==> src/rtl/pipelined_barrel_shifter.sv <==
// Pipelined barrel shifter: rotate/shift by B over SHW registered stages.
// Define SHIFTER_FLAGS_EN to add the zero and carry result flags.
module pipelined_barrel_shifter #(
    parameter int WIDTH = 16,
    parameter int SHW   = $clog2(WIDTH)
) (
    input  logic             clk,
    input  logic             rst,
    input  logic             in_valid,
    output logic             in_ready,
    input  logic [WIDTH-1:0] A,
    input  logic [SHW-1:0]   B,
    input  logic [1:0]       op,
    output logic             out_valid,
    input  logic             out_ready,
    output logic [WIDTH-1:0] C
`ifdef SHIFTER_FLAGS_EN
    ,
    output logic             zero,
    output logic             carry
`endif
);

    localparam int LAST = SHW - 1;

    localparam logic [1:0] OP_ROL = 2'b00;
    localparam logic [1:0] OP_ROR = 2'b01;
    localparam logic [1:0] OP_SHL = 2'b10;

    logic [WIDTH-1:0] dat_q [SHW];
    logic [WIDTH-1:0] dat_d [SHW];
    logic [SHW-1:0]   vld_q;
    logic [SHW-1:0]   vld_d;
    logic [1:0]       op_q  [LAST];
    logic [1:0]       op_d  [LAST];
    logic [SHW-1:0]   b_q   [LAST];
    logic [SHW-1:0]   b_d   [LAST];

    logic [WIDTH-1:0] src_dat [SHW];
    logic [1:0]       src_op  [SHW];
    logic [SHW-1:0]   src_b   [SHW];
    logic [SHW-1:0]   src_vld;

    logic stall;

    function automatic logic [WIDTH-1:0] shift_by(
        input logic [WIDTH-1:0] x,
        input logic [1:0]       m,
        input int               s
    );
        logic [WIDTH-1:0] r;
        case (m)
            OP_ROL:  r = (x << s) | (x >> (WIDTH - s));
            OP_ROR:  r = (x >> s) | (x << (WIDTH - s));
            OP_SHL:  r = x << s;
            default: r = $unsigned($signed(x) >>> s);
        endcase
        return r;
    endfunction

    assign stall     = vld_q[LAST] & ~out_ready;
    assign in_ready  = rst | ~stall;
    assign out_valid = vld_q[LAST];
    assign C         = dat_q[LAST];

    // Stage k consumes bit k of B; bubbles carry zeroed data so C is 0 when idle.
    always_comb begin
        src_dat[0] = A;
        src_op[0]  = op;
        src_b[0]   = B;
        src_vld[0] = in_valid;
        for (int k = 1; k < SHW; k++) begin
            src_dat[k] = dat_q[k-1];
            src_op[k]  = op_q[k-1];
            src_b[k]   = b_q[k-1];
            src_vld[k] = vld_q[k-1];
        end
        for (int k = 0; k < SHW; k++) begin
            dat_d[k] = '0;
            if (src_vld[k]) begin
                if (src_b[k][k]) begin
                    dat_d[k] = shift_by(src_dat[k], src_op[k], 1 << k);
                end else begin
                    dat_d[k] = src_dat[k];
                end
            end
        end
        vld_d = src_vld;
        for (int k = 0; k < LAST; k++) begin
            op_d[k] = src_vld[k] ? src_op[k] : 2'b00;
            b_d[k]  = src_vld[k] ? src_b[k] : '0;
        end
    end

    always_ff @(posedge clk) begin
        if (rst) begin
            vld_q <= '0;
            for (int k = 0; k < SHW; k++) begin
                dat_q[k] <= '0;
            end
            for (int k = 0; k < LAST; k++) begin
                op_q[k] <= 2'b00;
                b_q[k]  <= '0;
            end
        end else if (!stall) begin
            vld_q <= vld_d;
            dat_q <= dat_d;
            op_q  <= op_d;
            b_q   <= b_d;
        end
    end

`ifdef SHIFTER_FLAGS_EN
    logic [SHW-1:0] cy_q;
    logic [SHW-1:0] cy_d;
    logic [SHW-1:0] src_cy;

    // The last stage that actually shifts decides which bit crossed last.
    function automatic logic carry_by(
        input logic [WIDTH-1:0] x,
        input logic [1:0]       m,
        input int               s
    );
        logic [WIDTH-1:0] rl;
        logic [WIDTH-1:0] rr;
        rl = (x << s) | (x >> (WIDTH - s));
        rr = (x >> s) | (x << (WIDTH - s));
        return m[0] ? rr[WIDTH-1] : rl[0];
    endfunction

    always_comb begin
        src_cy[0] = 1'b0;
        for (int k = 1; k < SHW; k++) begin
            src_cy[k] = cy_q[k-1];
        end
        for (int k = 0; k < SHW; k++) begin
            cy_d[k] = 1'b0;
            if (src_vld[k]) begin
                if (src_b[k][k]) begin
                    cy_d[k] = carry_by(src_dat[k], src_op[k], 1 << k);
                end else begin
                    cy_d[k] = src_cy[k];
                end
            end
        end
    end

    always_ff @(posedge clk) begin
        if (rst) begin
            cy_q <= '0;
        end else if (!stall) begin
            cy_q <= cy_d;
        end
    end

    assign carry = cy_q[LAST];
    assign zero  = vld_q[LAST] & ~|dat_q[LAST];
`endif

endmodule

==> config.mk <==
export PLATFORM = sky130hd
export DESIGN_NAME = pipelined_barrel_shifter
export DESIGN_NICKNAME = d
export VERILOG_FILES = /design/src/rtl/pipelined_barrel_shifter.sv
export SDC_FILE = /design/constraint.sdc
export NUM_CORES = 1
export LEC_CHECK = 0
export BUFFER_PORTS_ARGS = -buffer_cell sky130_fd_sc_hd__buf_2
export CAP_MARGIN = 20
export CORE_MARGIN = 2
export CORE_UTILIZATION = 42
export CTS_CLUSTER_SIZE = 20
export DETAILED_ROUTE_END_ITERATION = 8
export PLACE_DENSITY = 0.71
export SKIP_LAST_GASP = 1
export SYNTH_ARGS = -nofsm -noshare
export SYNTH_HDL_FRONTEND = slang
export SYNTH_SLANG_ARGS = --single-unit
==> constraint.sdc <==
create_clock -name clk -period 1.7 [get_ports clk]
set_input_delay 0.255 -clock clk [delete_from_list [all_inputs] [get_ports clk]]
set_output_delay 0.255 -clock clk [all_outputs]
set_load 0.02 [all_outputs]
==> results of run 1 <==
synth_stat cells, drive strengths merged (7+ instances only):
library cell / n
o22ai: 7
a22o: 56
buf: 40
clkbuf: 17
nor2: 45
a21oi: 36
mux2i: 39
nand2: 14
a31oi: 14
nand2b: 8
dfxtp: 80
nor2b: 10
o2bb2ai: 16
through the flow:
| stage | util | std cells | cell area (um^2) | power [W] |
|---|---|---|---|---|
| floorplan | - | 425 | 3921 | 0.002189 |
| global placement | 0.4487 | 536 | 4106 | 0.002274 |
| detailed placement | 0.4487 | 536 | 4106 | 0.002286 |
| CTS | 0.4742 | 552 | 4340 | 0.003824 |
| global route | 0.4742 | 552 | 4340 | 0.003939 |
| finish | 0.4742 | 552 | 4340 | 0.003783 |
state kept, by name, summed over array words and instances, names as in the netlist:
register	count
dat_q	48
C	16
b_q	6
op_q	6
vld_q	4
final timing paths:
check	depth (start not counted)	end	slack, ns
setup / recovery	3	dat_q[32]$_SDFFE_PP0N_	0.17
hold / removal	2	b_q[9]$_SDFFE_PP0N_	0.11
setup reg to reg	3	dat_q[32]$_SDFFE_PP0N_	0.17
hold reg to reg	1	vld_q[2]$_SDFFE_PP0N_	0.46
metal layers:
metal,GRT usage,part of all wire
met5,0,0
met4,0.08219,0.024
met3,0.02566,0.037
met2,0.2677,0.45
met1,0.2123,0.48
layout by cell type, fill, tap and decap left out, drive strengths merged:
master / count
bufinv: 2
nor2: 45
and2: 1
clkinvlp: 2
dfxtp: 80
o311ai: 1
or2: 1
a32o: 4
o21ai: 3
o22ai: 7
mux2i: 39
o2bb2ai: 16
a31oi: 14
nand2b: 8
nor3b: 6
or3b: 6
a22o: 56
clkbuf: 11
a21o: 5
or4: 1
nand3b: 1
a21boi: 1
or2b: 4
nand2: 14
inv: 3
clkinv: 1
o221ai: 4
or3: 1
and4b: 1
a21oi: 36
buf: 57
nor2b: 10
worst reg2reg max path, cell delays in order, from the launching register on:
cell     delay [ns]
dfxtp_1        0.33
nor2b_2        0.21
nor3b_4        0.67
a32o_1         0.27
cell type report:
type                            count  area [um^2]
Clock inverter                      5        80.08
Multi-Input combinational cell    285         2022
Fill cell                         839         4812
Clock buffer                       11        141.4
Sequential cell                    80         1602
Tap cell                          111        138.9
Inverter                            3        11.26
Timing Repair Buffer               57        345.3
where the power goes:
group | switching [W] | internal [W]
Combinational | 0.000152 | 0.000138
Sequential | 0.0000448 | 0.00191
Clock | 0.000673 | 0.000865
Total | 0.000869 | 0.00291
logic make-up after synthesis:
logic type / after synthesis / share of synthesized area
simple gates: 99 / 0.1308
buf+inv: 60 / 0.08424
flops: 80 / 0.4084
mux: 39 / 0.09955
compound gates: 147 / 0.2770
==> flow_summary.ini, run 1 <==
[run_status]
status = finished, final reports clean

[synth]
ys_seq_area_frac = 0.4084
synth-main-ff-cell = dfxtp_1
synth_top_cells_by_area = dfxtp_1 41%, a22o_1 13%, mux2i_1 10%
syn_inst = 425
synth_cell_types = 36
ys_seq_elements = 80
synth_nets = 451
synth_area_mm2 = 0.003921
ys.warnings.count = 0
async_reset_ff_frac = 0
synth.largest_area_cell = dfxtp_1
syn_area_per_cell_um2 = 9.226
synth_edf_count = 0
synth_top_area_frac = 0.4084

[sta]
rsz0062_at_grt = false
hold_violations = 0
fin_setup_tns_ns = 0
setup_ws_ns = 0.1724
slew_violations = 0
setup_viol = 0
relSlewSlack = 0.4729
whs_ns = 0.1086
fmax_mhz = 654.6
min_period_ns = 1.528
post-route-period-util = 0.8986
finClkSkew_ns = 0.006721
tightest_slew_ns = 0.7898

[route]
wl_um = 7955
vias = 3037
routed_via_density = 5.502
first_pass_iters = 4
remaining_drc_errors = 0
drt-initial-drc-count = 114
wl_per_cell_um = 14.41
drtAntennaViolNets = 0

[setup_path]
crit_path_start = vld_q[3]$_SDFFE_PP0N_
cp-end-kind = flop
cp_max_fo = 21
slowest_stage = nor3b_4
critPathMaxStageDelay_ns = 0.67
r2r-start = vld_q[3]$_SDFFE_PP0N_
crit_family = simple AND/OR/NAND/NOR gates
crit_buf_inv = 0
path_cells = nor2b_2 > nor3b_4 > a32o_1
cp.arrival_ns = 1.82
cp.required_ns = 1.99
start_kind = flop
criticalPathCategory = reg -> reg

[place]
hpwl_um = 5721
gp_congestion = 0.8668
port_buffers = 43
place_ws_ns = -0.08642

[run]
cap_violations = 0

[grt]
grt_pass1_vias = 2736
grt-ovfl-total = 0
grt_pass1_wl_um = 13310
grt_start_max_net_pins = 55
grt_antenna_before_repair = 0
grt_usage = 0.1648

[clocking]
worst_setup_hold_path_clk_slew_ns = 0.08
cts-buffers-inserted = 9
clkLatencyLatePin_ns = 0.35
cts_max_path_buffers = 2
cts_resized = 2
cts_root_buf = clkbuf_8
htree_levels = 3
holdBufCountCts = 0
cts_tree = built
cts.sink_count = 80
post_cts_buffers = 0

[pwr]
leakagePower_nw = 1.672
ir_drop_v = 0.0004648
power_density_mw_per_mm2 = 871.6

[layout]
antenna_cells = 0
nets = 462
area_delta_synth_final_pct = 10.69
layout-drive-gt1-share = 0.1950

[floorplan]
die_h_um = 100.6
start_util = 0.4284
row_count = 35
io-pin-count = 44
die_x_um = 100.6
fp.coreArea_mm2 = 0.009153
die-area_mm2 = 0.01013

[worst_hold_path]
hold_path.class = in -> reg
holdCritStartpoint = B[1]
No activity file was read; power rests on OpenSTA's default activity.
==> inputs of run 2 (changes only) <==
CORE_ASPECT_RATIO = 1.75   (was not set)
==> run 2 against run 1 <==
Effect of this change: total power up 9.8%; combinational power down 1%; clock skew up 0.00081 ns; sequential power about the same; hold slack better by 0.014 ns; critical endpoint is now dat_q[63]$_SDFFE_PP0N_; critical path depth unchanged; first-iteration DRC count down 3.5%; largest cell class unchanged; non-clock buffer count down 1; largest power group unchanged; fmax up 2.2%; utilization up 1.3 points.
==> flow_summary.ini, run 2 (synthesized netlist as in run 1, its figures left out) <==
[run_status]
status = finished, final reports clean

[floorplan]
start_util = 0.4312
row_count = 46
die_x_um = 77.04
die-area_mm2 = 0.01016
fp.coreArea_mm2 = 0.009094
die_h_um = 131.8
io-pin-count = 44

[layout]
layout-drive-gt1-share = 0.1955
nets = 461
top_register = dat_q
antenna_cells = 0
fillerInstances = 910
area_delta_synth_final_pct = 12.95
layout_commonest_cell = dfxtp_1
final_cell_mix = 80 x dfxtp_1, 56 x a22o_1, 44 x nor2_1
largest_reg_flops = 48

[sta]
rsz0062_at_grt = false
min_period_ns = 1.495
finClkSkew_ns = 0.007526
relSlewSlack = 0.4770
post-route-period-util = 0.8792
whs_ns = 0.1225
hold_violations = 0
setup_viol = 0
fmax_mhz = 669.1
slew_violations = 0
tightest_slew_ns = 0.7837

[route]
drt-initial-drc-count = 110
wl_per_cell_um = 14.15
wl_um = 7926
routed_via_density = 5.463
vias = 3059
remaining_drc_errors = 0
first_pass_iters = 5
drtAntennaViolNets = 0

[grt]
grt_usage = 0.1667
gr-usage-met1 = 0.1658
grt_pass1_vias = 2944
grt_antenna_before_repair = 0
busiest_layer = met2
grt-ovfl-total = 0
gr-usage-met2 = 0.3158
grt_pass1_wl_um = 13740
use_met3 = 0.03630
grt_start_max_net_pins = 45

[clocking]
post_cts_buffers = 0
cts-buffers-inserted = 9
cts_tree = built
clkLatencyLatePin_ns = 0.34
cts_root_buf = clkbuf_16
htree_levels = 3
worst_setup_hold_path_clk_slew_ns = 0.06
cts_max_path_buffers = 2
cts.sink_count = 80

[place]
port_buffers = 43
gp_congestion = 0.8397
hpwl_um = 6073

[pwr]
power_density_mw_per_mm2 = 937.7
leakagePower_nw = 1.706
fin_total_pwr_w = 0.004153
ir_drop_v = 0.0005031

[setup_path]
cp.arrival_ns = 1.78
cp_max_fo = 22
start_kind = flop
cp.required_ns = 1.98
ff2ff_path_depth = 3
cp-end-kind = flop
criticalPathCategory = reg -> reg

[worst_hold_path]
hold_path_depth = 2
hold_path.class = in -> reg

[run]
cap_violations = 0
## run 2: changes by cell type in the layout (fill, tap and decap cells not counted), sizes merged
| cell | before | now |
|---|---|---|
| buf | 57 | 56 |
| bufinv | 2 | 1 |
| inv | 3 | 4 |
| clkinvlp | 2 | 3 |
| clkbuf | 11 | 10 |
## run 2: metal layers
metal,part of all wire,wire (um),vias to the layer above
li1,-,-,1577
met1,0.40,3131,1412
met2,0.55,4353,56
met3,0.031,242,14
met4,0.025,199,0
met5,0,0,-
## run 2: final timing paths
| check | from | endpoint | slack [ns] |
|---|---|---|---|
| max | vld_q[3]$_SDFFE_PP0N_ | dat_q[63]$_SDFFE_PP0N_ | 0.21 |
| min | B[1] | b_q[9]$_SDFFE_PP0N_ | 0.12 |
| max reg2reg | vld_q[3]$_SDFFE_PP0N_ | dat_q[63]$_SDFFE_PP0N_ | 0.21 |
| min reg2reg | vld_q[0]$_SDFFE_PP0N_ | vld_q[0]$_SDFFE_PP0N_ | 0.45 |
## run 2: what timing repair did
item / in CTS / in global routing
setup endpoints to repair: 60 / 0
gates resized for setup: 1 / 0
hold buffers: 0 / 0
## run 2: worst max-delay path, stage by stage, from the launching register on
cell     delay [ns]
dfxtp_1        0.31
nor2b_2        0.20
nor3b_4        0.66
a32o_1         0.26
## run 2: report_power, final
group / internal [W] / total, W / leakage, nW / switching, W
Clock: 0.00118 / 0.00191 / 0.141 / 0.000730
Combinational: 0.000137 / 0.000285 / 0.916 / 0.000148
Sequential: 0.00191 / 0.00196 / 0.649 / 0.0000462
Total: 0.00323 / 0.00415 / 1.71 / 0.000925
## run 2: layout make-up
type                            count  area [um^2]  area share
Clock inverter                      6        66.31     0.01497
Inverter                            3        11.26    0.002542
Multi-Input combinational cell    285         2016      0.4551
Timing Repair Buffer               56        345.3     0.07797
Clock buffer                       10        239.0     0.05395
Sequential cell                    80         1602      0.3616
Tap cell                          120        150.1     0.03390
## run 2: through the flow
step | worst slack (ns) | util | instances | cell area [um^2] | TNS [ns]
floorplan | 0.3555 | - | 425 | 3921 | 0
detailed placement | -0.1219 | 0.4503 | 542 | 4095 | -2.871
global placement | -0.04010 | 0.4503 | 542 | 4095 | -0.07274
CTS | -0.1021 | 0.4846 | 558 | 4407 | -2.170
global route | 0.09674 | 0.4871 | 560 | 4429 | 0
finish | 0.2054 | 0.4871 | 560 | 4429 | 0
